===== src/rtl/serial_add_pkg.sv =====
// Shared types and defaults for the bit-serial add/subtract engine.
//   state_t          : controller state encoding (IDLE, RUN, DONE), 2 bits
//   SA_DEFAULT_WIDTH : default operand/result width
package serial_add_pkg;

    localparam int unsigned SA_DEFAULT_WIDTH = 32;

    typedef enum logic [1:0] {
        ST_IDLE = 2'd0,
        ST_RUN  = 2'd1,
        ST_DONE = 2'd2
    } state_t;

endpackage : serial_add_pkg


===== src/rtl/FullAdder_1bit.sv =====
// One-bit full adder cell, the only arithmetic in the serial engine.
//   i_a, i_b, i_cin : addend bits and carry in
//   o_sum           : sum bit
//   o_cout          : carry out
module FullAdder_1bit (
    input  logic i_a,
    input  logic i_b,
    input  logic i_cin,
    output logic o_sum,
    output logic o_cout
);

    logic w_p;

    assign w_p    = i_a ^ i_b;
    assign o_sum  = w_p ^ i_cin;
    assign o_cout = (i_a & i_b) | (i_cin & w_p);

endmodule : FullAdder_1bit


===== src/rtl/serial_add_ctrl.sv =====
// Bit-serial add/subtract engine: a single full-adder cell is stepped LSB
// first over WIDTH cycles, with valid/ready handshakes on operands and result.
//   clk, rst_n           : clock, asynchronous active-low reset
//   in_valid / in_ready  : operand handshake (a, b, sub sampled on accept)
//   a, b, sub            : operands; sub=1 computes a - b
//   out_valid/out_ready  : result handshake
//   sum, cout, overflow  : result, MSB carry (no-borrow for sub), signed overflow
//   busy                 : operation in flight or result pending
module serial_add_ctrl
    import serial_add_pkg::*;
#(
    parameter int unsigned WIDTH = SA_DEFAULT_WIDTH
) (
    input  logic             clk,
    input  logic             rst_n,
    input  logic             in_valid,
    output logic             in_ready,
    input  logic [WIDTH-1:0] a,
    input  logic [WIDTH-1:0] b,
    input  logic             sub,
    output logic             out_valid,
    input  logic             out_ready,
    output logic [WIDTH-1:0] sum,
    output logic             cout,
    output logic             overflow,
    output logic             busy
);

    localparam int unsigned CW = (WIDTH > 1) ? $clog2(WIDTH) : 1;

    state_t           r_state;
    state_t           w_next_state;
    logic [WIDTH-1:0] r_op_a;
    logic [WIDTH-1:0] r_op_b;
    logic [WIDTH-1:0] r_res;
    logic             r_carry;
    logic [CW-1:0]    r_bit_cnt;
    logic             w_fa_sum;
    logic             w_fa_cout;
    logic             w_accept;
    logic             w_last;

    assign w_accept = (r_state == ST_IDLE) && in_valid;
    assign w_last   = (r_state == ST_RUN) && (r_bit_cnt == CW'(WIDTH - 1));

    // Single arithmetic cell, fed from the operand LSBs and the carry flop.
    FullAdder_1bit u_fa (
        .i_a    (r_op_a[0]),
        .i_b    (r_op_b[0]),
        .i_cin  (r_carry),
        .o_sum  (w_fa_sum),
        .o_cout (w_fa_cout)
    );

    // State register.
    always_ff @(posedge clk or negedge rst_n) begin
        if (!rst_n) begin
            r_state <= ST_IDLE;
        end else begin
            r_state <= w_next_state;
        end
    end

    // Next-state logic.
    always_comb begin
        w_next_state = r_state;
        case (r_state)
            ST_IDLE: if (in_valid)  w_next_state = ST_RUN;
            ST_RUN:  if (w_last)    w_next_state = ST_DONE;
            ST_DONE: if (out_ready) w_next_state = ST_IDLE;
            default:                w_next_state = ST_IDLE;
        endcase
    end

    // Handshake/status outputs registered from the next state.
    always_ff @(posedge clk or negedge rst_n) begin
        if (!rst_n) begin
            in_ready  <= 1'b1;
            out_valid <= 1'b0;
            busy      <= 1'b0;
        end else begin
            in_ready  <= (w_next_state == ST_IDLE);
            out_valid <= (w_next_state == ST_DONE);
            busy      <= (w_next_state != ST_IDLE);
        end
    end

    // Operand/result shift registers, carry flop and bit counter.
    always_ff @(posedge clk or negedge rst_n) begin
        if (!rst_n) begin
            r_op_a    <= '0;
            r_op_b    <= '0;
            r_res     <= '0;
            r_carry   <= 1'b0;
            r_bit_cnt <= '0;
            sum       <= '0;
            cout      <= 1'b0;
            overflow  <= 1'b0;
        end else if (w_accept) begin
            // Subtract is a + ~b + 1: invert b and seed the carry with sub.
            r_op_a    <= a;
            r_op_b    <= b ^ {WIDTH{sub}};
            r_carry   <= sub;
            r_bit_cnt <= '0;
        end else if (r_state == ST_RUN) begin
            r_op_a    <= r_op_a >> 1;
            r_op_b    <= r_op_b >> 1;
            r_res     <= {w_fa_sum, r_res[WIDTH-1:1]};
            r_carry   <= w_fa_cout;
            r_bit_cnt <= CW'(r_bit_cnt + 1'b1);
            // On the MSB step r_carry is the carry into the MSB.
            if (w_last) begin
                sum      <= {w_fa_sum, r_res[WIDTH-1:1]};
                cout     <= w_fa_cout;
                overflow <= r_carry ^ w_fa_cout;
            end
        end
    end

endmodule : serial_add_ctrl


===== config.mk =====
export PLATFORM = sky130hd
export DESIGN_NAME = serial_add_ctrl
export DESIGN_NICKNAME = d
export VERILOG_FILES = /design/src/rtl/serial_add_pkg.sv /design/src/rtl/FullAdder_1bit.sv /design/src/rtl/serial_add_ctrl.sv
export SDC_FILE = /design/constraint.sdc
export NUM_CORES = 1
export LEC_CHECK = 0
export ABC_AREA = 1
export BUFFER_PORTS_ARGS = -buffer_cell sky130_fd_sc_hd__buf_2
export CAP_MARGIN = 40
export CELL_PAD_IN_SITES_DETAIL_PLACEMENT = 1
export CELL_PAD_IN_SITES_GLOBAL_PLACEMENT = 1
export CORE_UTILIZATION = 41
export CTS_CLUSTER_DIAMETER = 80
export DETAILED_ROUTE_END_ITERATION = 12
export GPL_TIMING_DRIVEN = 0
export HOLD_SLACK_MARGIN = 0.02
export PLACE_DENSITY = 0.84
export REMOVE_ABC_BUFFERS = 1
export SLEW_MARGIN = 20
export SYNTH_ARGS = -nofsm -noshare
export SYNTH_HDL_FRONTEND = slang
export SYNTH_SLANG_ARGS = --single-unit
export TNS_END_PERCENT = 50

===== constraint.sdc =====
create_clock -name clk -period 2.1 [get_ports clk]
set_input_delay 0.105 -clock clk [delete_from_list [all_inputs] [get_ports clk]]
set_output_delay 0.105 -clock clk [all_outputs]
set_load 0.01 [all_outputs]

==> run summary, run 1 <==
Final instance area: 8100 µm²
Final Max Tran Viols: 0
CTS buffer count: 17
Routed WL: 16700 µm
Routed via count: 5558
Most common cell in the synthesized netlist: nand2_1
Mapped Area: 6280 µm²
Largest net degree at the start of global routing: 134
Fillcell total: 1784
Worst EP required: 2.38 ns
Setup TNS: 0 ns
Area added between synthesis and finish: 28.9%
Post-route clock skew: 0.00955 ns
Hold WS: 0.0234 ns
Die width: 126 µm
Leak: 4.21 nW
Yosys Warn Count: 0
Hold Vio Cnt, Final: 0
Antenna violations before repair: 0
Ratio of total power to cell area: 1230 nW/µm²
Routed Antenna Nets: 0
CP Class: flip-flop to flip-flop
Setup bufs post-CTS: 0
Top cells by area, synth: dfrtp_1 (55%), nand2_1 (18%), nand3_1 (11%)
GRT Util Overall: 23.0%
CP Data Arrival Time: 2.10 ns
Max Root-Sink Buffers: 2
Synthesized area per cell: 8.08 µm²
Remaining DRCs: 0
Vias in the first global route: 5914
Peak Freq: 0.549 GHz
Ys flop type: dfrtp_1
Crit. End Element: flip-flop
Grt met1 use: 29.4%
Sequential element share of the synthesized area: 55.8%
Initial DRC count: 269
Mean routed wirelength per cell: 15.0 µm
Yosys top cell area share: 55.4%
Core box area: 14800 µm²
Seq cells post-synth: 140
Placement-stage cell area: 6950 µm²
Worst path cell trace: inv_2, nor2_4, nand2_8, nand2_1, o21ai_0
GRT Max-Usage Layer: met2
Ant. Diodes: 0
Final #Nets: 988
Yosys cell types: 23
Die height: 126 µm
I/O pins: 106
Multi-input logic area: 2300 µm²
I/O Buffers: 105
Hold WC Path Type: input pin to flip-flop
CTS sink count: 140
Layout cells sized above 1: 16.0%
Routability Congestion: 0.693
Worst-margin pin slew: 0.769 ns
Unrepaired setup endpoints after global routing: false
Vias per inst: 4.99
Most instantiated cells after synthesis: nand2_1 (300), dfrtp_1 (139), nand3_1 (133)
Grt ovf: 0
M2 GR Usage: 38.6%
Critical path's slowest cell: dfrtp_1
H-tree levels: 4
Critical path startpoint category: flip-flop
Post-synth EDFFs: 0
CTS Root Buffer Type: clkbuf_16
Post-Synthesis Cells: 777
Rows: 44
VDD IR max: 0.000634 V
HPWL Detailed: 9130 µm
Final period util: 86.7%
Slew HR: 48.7%
Outcome: finished clean
Die area: 15800 µm²
# setup viols final: 0
Pre-antenna DRT Iters: 4
Synth area leader: dfrtp_1
Clock insertion delay at the later pin of the skew report: 0.42 ns
Initial Utilization: 42.6%
CTS tree: done
Met3 GRT Util: 5.90%
Power consumption: 10.0 mW
Async SR Flop Fraction: 100%
Slowest cell delay on critical path: 0.49 ns
Max cap viols: 0
First-pass GRT wire length: 29000 µm
Final Critical Period: 1.82 ns
CP Max Fanout: 69
FF/Latch Area: 3500 µm²
CTS clock-pin slew for the worst setup and hold paths: 0.06 ns
## flip-flops by register name (all words and copies together), names as in the netlist
register   count
sum           32
out_valid      1
r_state        2
r_op_b        32
r_res         31
r_op_a        32
in_ready       1
r_bit_cnt      5
busy           1
cout           1
r_carry        1
overflow       1
## critical path, delay by kind of cell, from the launching register on
kind,cells,cell delay (ns)
compound gates,1,0.09
buf+inv,1,0.09
flops,1,0.49
simple gates,3,0.97
## cell usage in the layout (no fill, tap or decap), types with 3 or more instances in the layout
| cell | Yosys | final |
|---|---|---|
| nand2_1 | 300 | 299 |
| dfrtp_1 | 139 | 139 |
| nand3_1 | 133 | 133 |
| buf_2 | 21 | 104 |
| inv_1 | 69 | 69 |
| o21ai_0 | 58 | 58 |
| dlygate4sd3_1 | 0 | 57 |
| clkbuf_16 | 0 | 17 |
| o21ai_1 | 10 | 10 |
| nor2_1 | 5 | 5 |
| clkinv_4 | 0 | 4 |
| clkinvlp_4 | 0 | 3 |
| buf_12 | 0 | 3 |
## timing repair
item	CTS	global route
gates resized for setup	0	1
setup endpoints to repair	0	32
hold buffers	57	0
endpoints found under the hold margin	125	0
## layer usage
| layer | up-vias | share of wire, % |
|---|---|---|
| met4 | 0 | 1.4 |
| li1 | 2725 | - |
| met1 | 2688 | 44 |
| met5 | - | 0 |
| met3 | 23 | 3.9 |
| met2 | 122 | 51 |
## worst paths after layout
path,start,endpoint,slack [ns],depth (start not counted)
setup / recovery,r_state[0]$_DFF_PN0_,overflow$_DFFE_PN0P_,0.28,5
hold / removal,out_ready,out_valid$_DFF_PN0_,0.02,3
setup reg to reg,r_state[0]$_DFF_PN0_,overflow$_DFFE_PN0P_,0.28,5
hold reg to reg,sum[0]$_DFFE_PN0P_,sum[0]$_DFFE_PN0P_,0.47,2
max in group asynchronous,rst_n,in_ready$_DFF_PN1_,1.11,3
min in group asynchronous,rst_n,sum[4]$_DFFE_PN0P_,0.25,2
## where the power goes
| part | internal [mW] | switching, mW |
|---|---|---|
| Sequential | 3.68 | 0.531 |
| Clock | 1.67 | 1.17 |
| Combinational | 1.10 | 1.85 |
## cells by family after synthesis
family | Yosys count | share of synthesized area (%)
compound gates | 70 | 5.58
xor+xnor | 2 | 0.279
fa+ha+maj | 3 | 0.717
buf+inv | 119 | 8.19
flops | 140 | 55.8
simple gates | 443 | 29.4
## stage by stage
stage / utilization, % / std cells / setup WS (ns)
floorplan: - / 729 / -0.256
finish: 54.9 / 1113 / 0.278
global route: 54.9 / 1113 / 0.0469
detailed placement: 47.1 / 1024 / 0.121
CTS: 54.8 / 1113 / 0.103
global placement: 46.0 / 1018 / -1.30
## area by class of cell
cell class / count / share of cell area [%]
Tap cell: 184 / 2.84
Inverter: 71 / 3.29
Clock buffer: 20 / 5.52
Multi-Input combinational cell: 518 / 28.4
Clock inverter: 12 / 1.42
Timing Repair Buffer: 168 / 15.3
Sequential cell: 140 / 43.3
No activity file was read; power rests on OpenSTA's default activity.
==> run 2: changes to the inputs <==
--- a/config.mk
+++ b/config.mk
@@ -6,13 +6,13 @@
 export NUM_CORES = 1
 export LEC_CHECK = 0
 export ABC_AREA = 1
-export BUFFER_PORTS_ARGS = -buffer_cell sky130_fd_sc_hd__buf_2
 export CAP_MARGIN = 40
 export CELL_PAD_IN_SITES_DETAIL_PLACEMENT = 1
 export CELL_PAD_IN_SITES_GLOBAL_PLACEMENT = 1
-export CORE_UTILIZATION = 41
+export CORE_UTILIZATION = 47
 export CTS_CLUSTER_DIAMETER = 80
 export DETAILED_ROUTE_END_ITERATION = 12
+export DONT_BUFFER_PORTS = 1
 export GPL_TIMING_DRIVEN = 0
 export HOLD_SLACK_MARGIN = 0.02
 export PLACE_DENSITY = 0.84
==> run 2 against run 1 <==
The flow now finishes with violations (negative hold slack). Clock-buffer cell count increased by 1. Die area fell by 13%. Register-to-register slack lost 0.10 ns. Via count is 3.2% lower. Total power increased by 3.3%. Non-clock buffer count shrank 94. Fmax down 5.4%. Clock power grew 12%. Wire length up 6.7%. Flip-flop and latch count did not move. Critical endpoint is now r_op_b[16]$_DFFE_PN0P_. Largest power group unchanged.
==> run summary, run 2 (same netlist as run 1, synthesis figures left out) <==
Outcome: complete, but fails checks
Failing checks: negative hold slack
H-tree levels: 4 (unchanged)
# setup viols final: 0 (unchanged)
CTS clock-pin slew for the worst setup and hold paths: 0.06 ns (about the same)
Commonest non-fill, non-tap cell in the layout: nand2_1
CTS tree: done
Vias in the first global route: 6086 (+2.9%)
Die height: 118 µm (-6.5%)
Clock insertion delay at the later pin of the skew report: 0.41 ns (about the same)
Die area: 13800 µm² (-13%)
CP Class: flip-flop to flip-flop
FF/Latch Area: 3500 µm² (unchanged)
Final #Nets: 895 (-9.4%)
Routability Congestion: 0.772 (+11%)
Vias per inst: 5.34 (+6.9%)
Slowest cell delay on critical path: 0.60 ns (+0.11 ns)
Hold Vio Cnt, Final: 140 (+140)
Max Root-Sink Buffers: 2 (unchanged)
WL met3: 688 µm (+5.4%)
Critical path's slowest cell: nand2_4
CTS sink count: 140 (unchanged)
Cell Count, Final, Fillers Out: 1008 (-9.4%)
Placement-stage cell area: 6370 µm² (-8.3%)
Worst path cell trace: inv_1, nand2_4, nand3_1, nand3_1
Die width: 118 µm (-6.5%)
Crit. End Element: flip-flop
Metal-1 WL: 7080 µm (-3.5%)
Sw frac: 35.2% (-0.32 points)
Power consumption: 10.3 mW (+3.3%)
Dpl ws: -0.303 ns (-0.424 ns)
Antenna violations before repair: 1 (+1)
First-pass GRT wire length: 29900 µm (+3.1%)
Largest net degree at the start of global routing: 141 (+5.2%)
Combinational Power Share: 26.4% (-3.1 points)
Top Registers: r_op_a x32, r_op_b x32, sum x32
Critical path startpoint category: flip-flop
Int Pwr: 6.69 mW (+3.8%)
I/O Buffers: 0 (-100%)
Max cap viols: 0 (unchanged)
CP most frequent cell: nand3_1
Fillcell total: 1505 (-16%)
Met2 routed WL: 9560 µm (+13%)
CTS buffer count: 17 (unchanged)
Initial DRC count: 314 (+17%)
Dpl cells: 906 (-12%)
Worst Slack Setup Final: 0.174 ns (-0.105 ns)
End-of-flow core utilization: 60.1% (+5.3 points)
Hold WS: -0.614 ns (-0.637 ns)
Buf/Inv on CP: 1 (unchanged)
Peak Freq: 0.519 GHz (-5.4%)
VDD IR max: 0.000617 V (-2.8%)
Clock power share: 30.9% (+2.5 points)
Routed Antenna Nets: 0 (unchanged)
CP Max Fanout: 69 (unchanged)
Slew HR: 47.1% (-1.7 points)
Area added between synthesis and finish: 22.8%
Top Layer Used: met4
Rows: 41 (-6.8%)
Net Switching: 3.63 mW (+2.4%)
Ratio of total power to cell area: 1340 nW/µm² (+8.4%)
Multi-input logic area: 2290 µm² (-0.11%)
HPWL Detailed: 9460 µm (+3.5%)
Mean routed wirelength per cell: 17.6 µm (+18%)
CP Data Arrival Time: 2.26 ns (+0.16 ns)
Routed WL: 17800 µm (+6.7%)
Routed via count: 5382 (-3.2%)
Worst EP required: 2.43 ns (+0.05 ns)
Remaining DRCs: 0 (unchanged)
Most frequent cells in the layout: nand2_1 (299), dfrtp_1 (139), nand3_1 (133)
Final Critical Period: 1.93 ns (+0.105 ns)
Unrepaired setup endpoints after global routing: false
Final Max Tran Viols: 0 (unchanged)
Top cell family by delay on the critical path: simple AND/OR/NAND/NOR gates
I/O pins: 106 (unchanged)
Initial Utilization: 49.0% (+6.4 points)
Post-route clock skew: 0.00735 ns (-0.00221 ns)
CTS Root Buffer Type: clkbuf_16
Flop pwr share: 42.7% (+0.6 points)
Pre-antenna DRT Iters: 5 (+1)
Leak: 3.82 nW (-9.4%)
Layout cells sized above 1: 5.39% (-11 points)
Hold_buf cts: 68 (+19%)
Hold WC Path Type: input pin to async pin
Final period util: 91.7% (+5.0 points)
GRT Util Overall: 27.1% (+4.1 points)
Setup TNS: 0 ns (unchanged)
Grt ovf: 0 (unchanged)
Final instance area: 7710 µm² (-4.7%)
Worst-margin pin slew: 0.794 ns (+0.0249 ns)
Core box area: 12800 µm² (-13%)
==> run 2: cell count changes in the layout (fill, tap and decap cells not counted), sizes merged, moves of 3 or more <==
cell and delta:
clkinv -4, dlygate4sd3 +10, bufinv +3, buf -104
==> run 2: final timing paths <==
| kind | to | depth (start not counted) | start | slack, ns |
|---|---|---|---|---|
| worst min register to register | r_res[12]$_DFFE_PN0P_ | 2 | r_res[12]$_DFFE_PN0P_ | 0.49 |
| max in group asynchronous | in_ready$_DFF_PN1_ | 0 | rst_n | 2.52 |
| min in group clk | r_op_b[31]$_DFFE_PN0P_ | 3 | sub | 0.11 |
| worst max register to register | r_op_b[16]$_DFFE_PN0P_ | 4 | r_state[1]$_DFF_PN0_ | 0.17 |
| worst max-delay path | r_op_b[16]$_DFFE_PN0P_ | 4 | r_state[1]$_DFF_PN0_ | 0.17 |
| worst min-delay path | r_res[4]$_DFFE_PN0P_ | 0 | rst_n | -0.61 |
==> run 2: layout make-up <==
type / count / share of cell area, %
Sequential cell: 140 / 45.4
Multi-Input combinational cell: 519 / 29.7
Timing Repair Buffer: 74 / 10.4
Clock buffer: 21 / 5.97
Inverter: 71 / 3.49
Tap cell: 172 / 2.79
Clock inverter: 10 / 2.11
Antenna cell: 1 / 0.0325
==> run 2: what timing repair did <==
item,CTS,global route
endpoints found under the setup margin,34,1
endpoints found under the hold margin,210,140
gates cloned,1,0
buffers inserted,1,0
pin swaps,1,0
resized for setup,1,2
==> run 2: per-layer routing <==
| layer | track usage (%) | vias to the layer above |
|---|---|---|
| met2 | 49.7 | 137 |
| met5 | 0 | - |
| met3 | 5.23 | 34 |
| li1 | - | 2537 |
| met4 | 11.5 | 0 |
| met1 | 30.7 | 2674 |
==> run 2: power by group through the flow <==
stage | logic (mW) | registers (mW) | clock network [mW]
2_1_floorplan | 1.75 | 4.19 | 0
3_3_place_gp | 2.15 | 4.30 | 0
3_5_place_dp | 2.48 | 4.39 | 0
4_1_cts | 2.72 | 4.39 | 3.23
5_1_grt | 3.08 | 4.50 | 3.33
6_report | 2.73 | 4.41 | 3.19
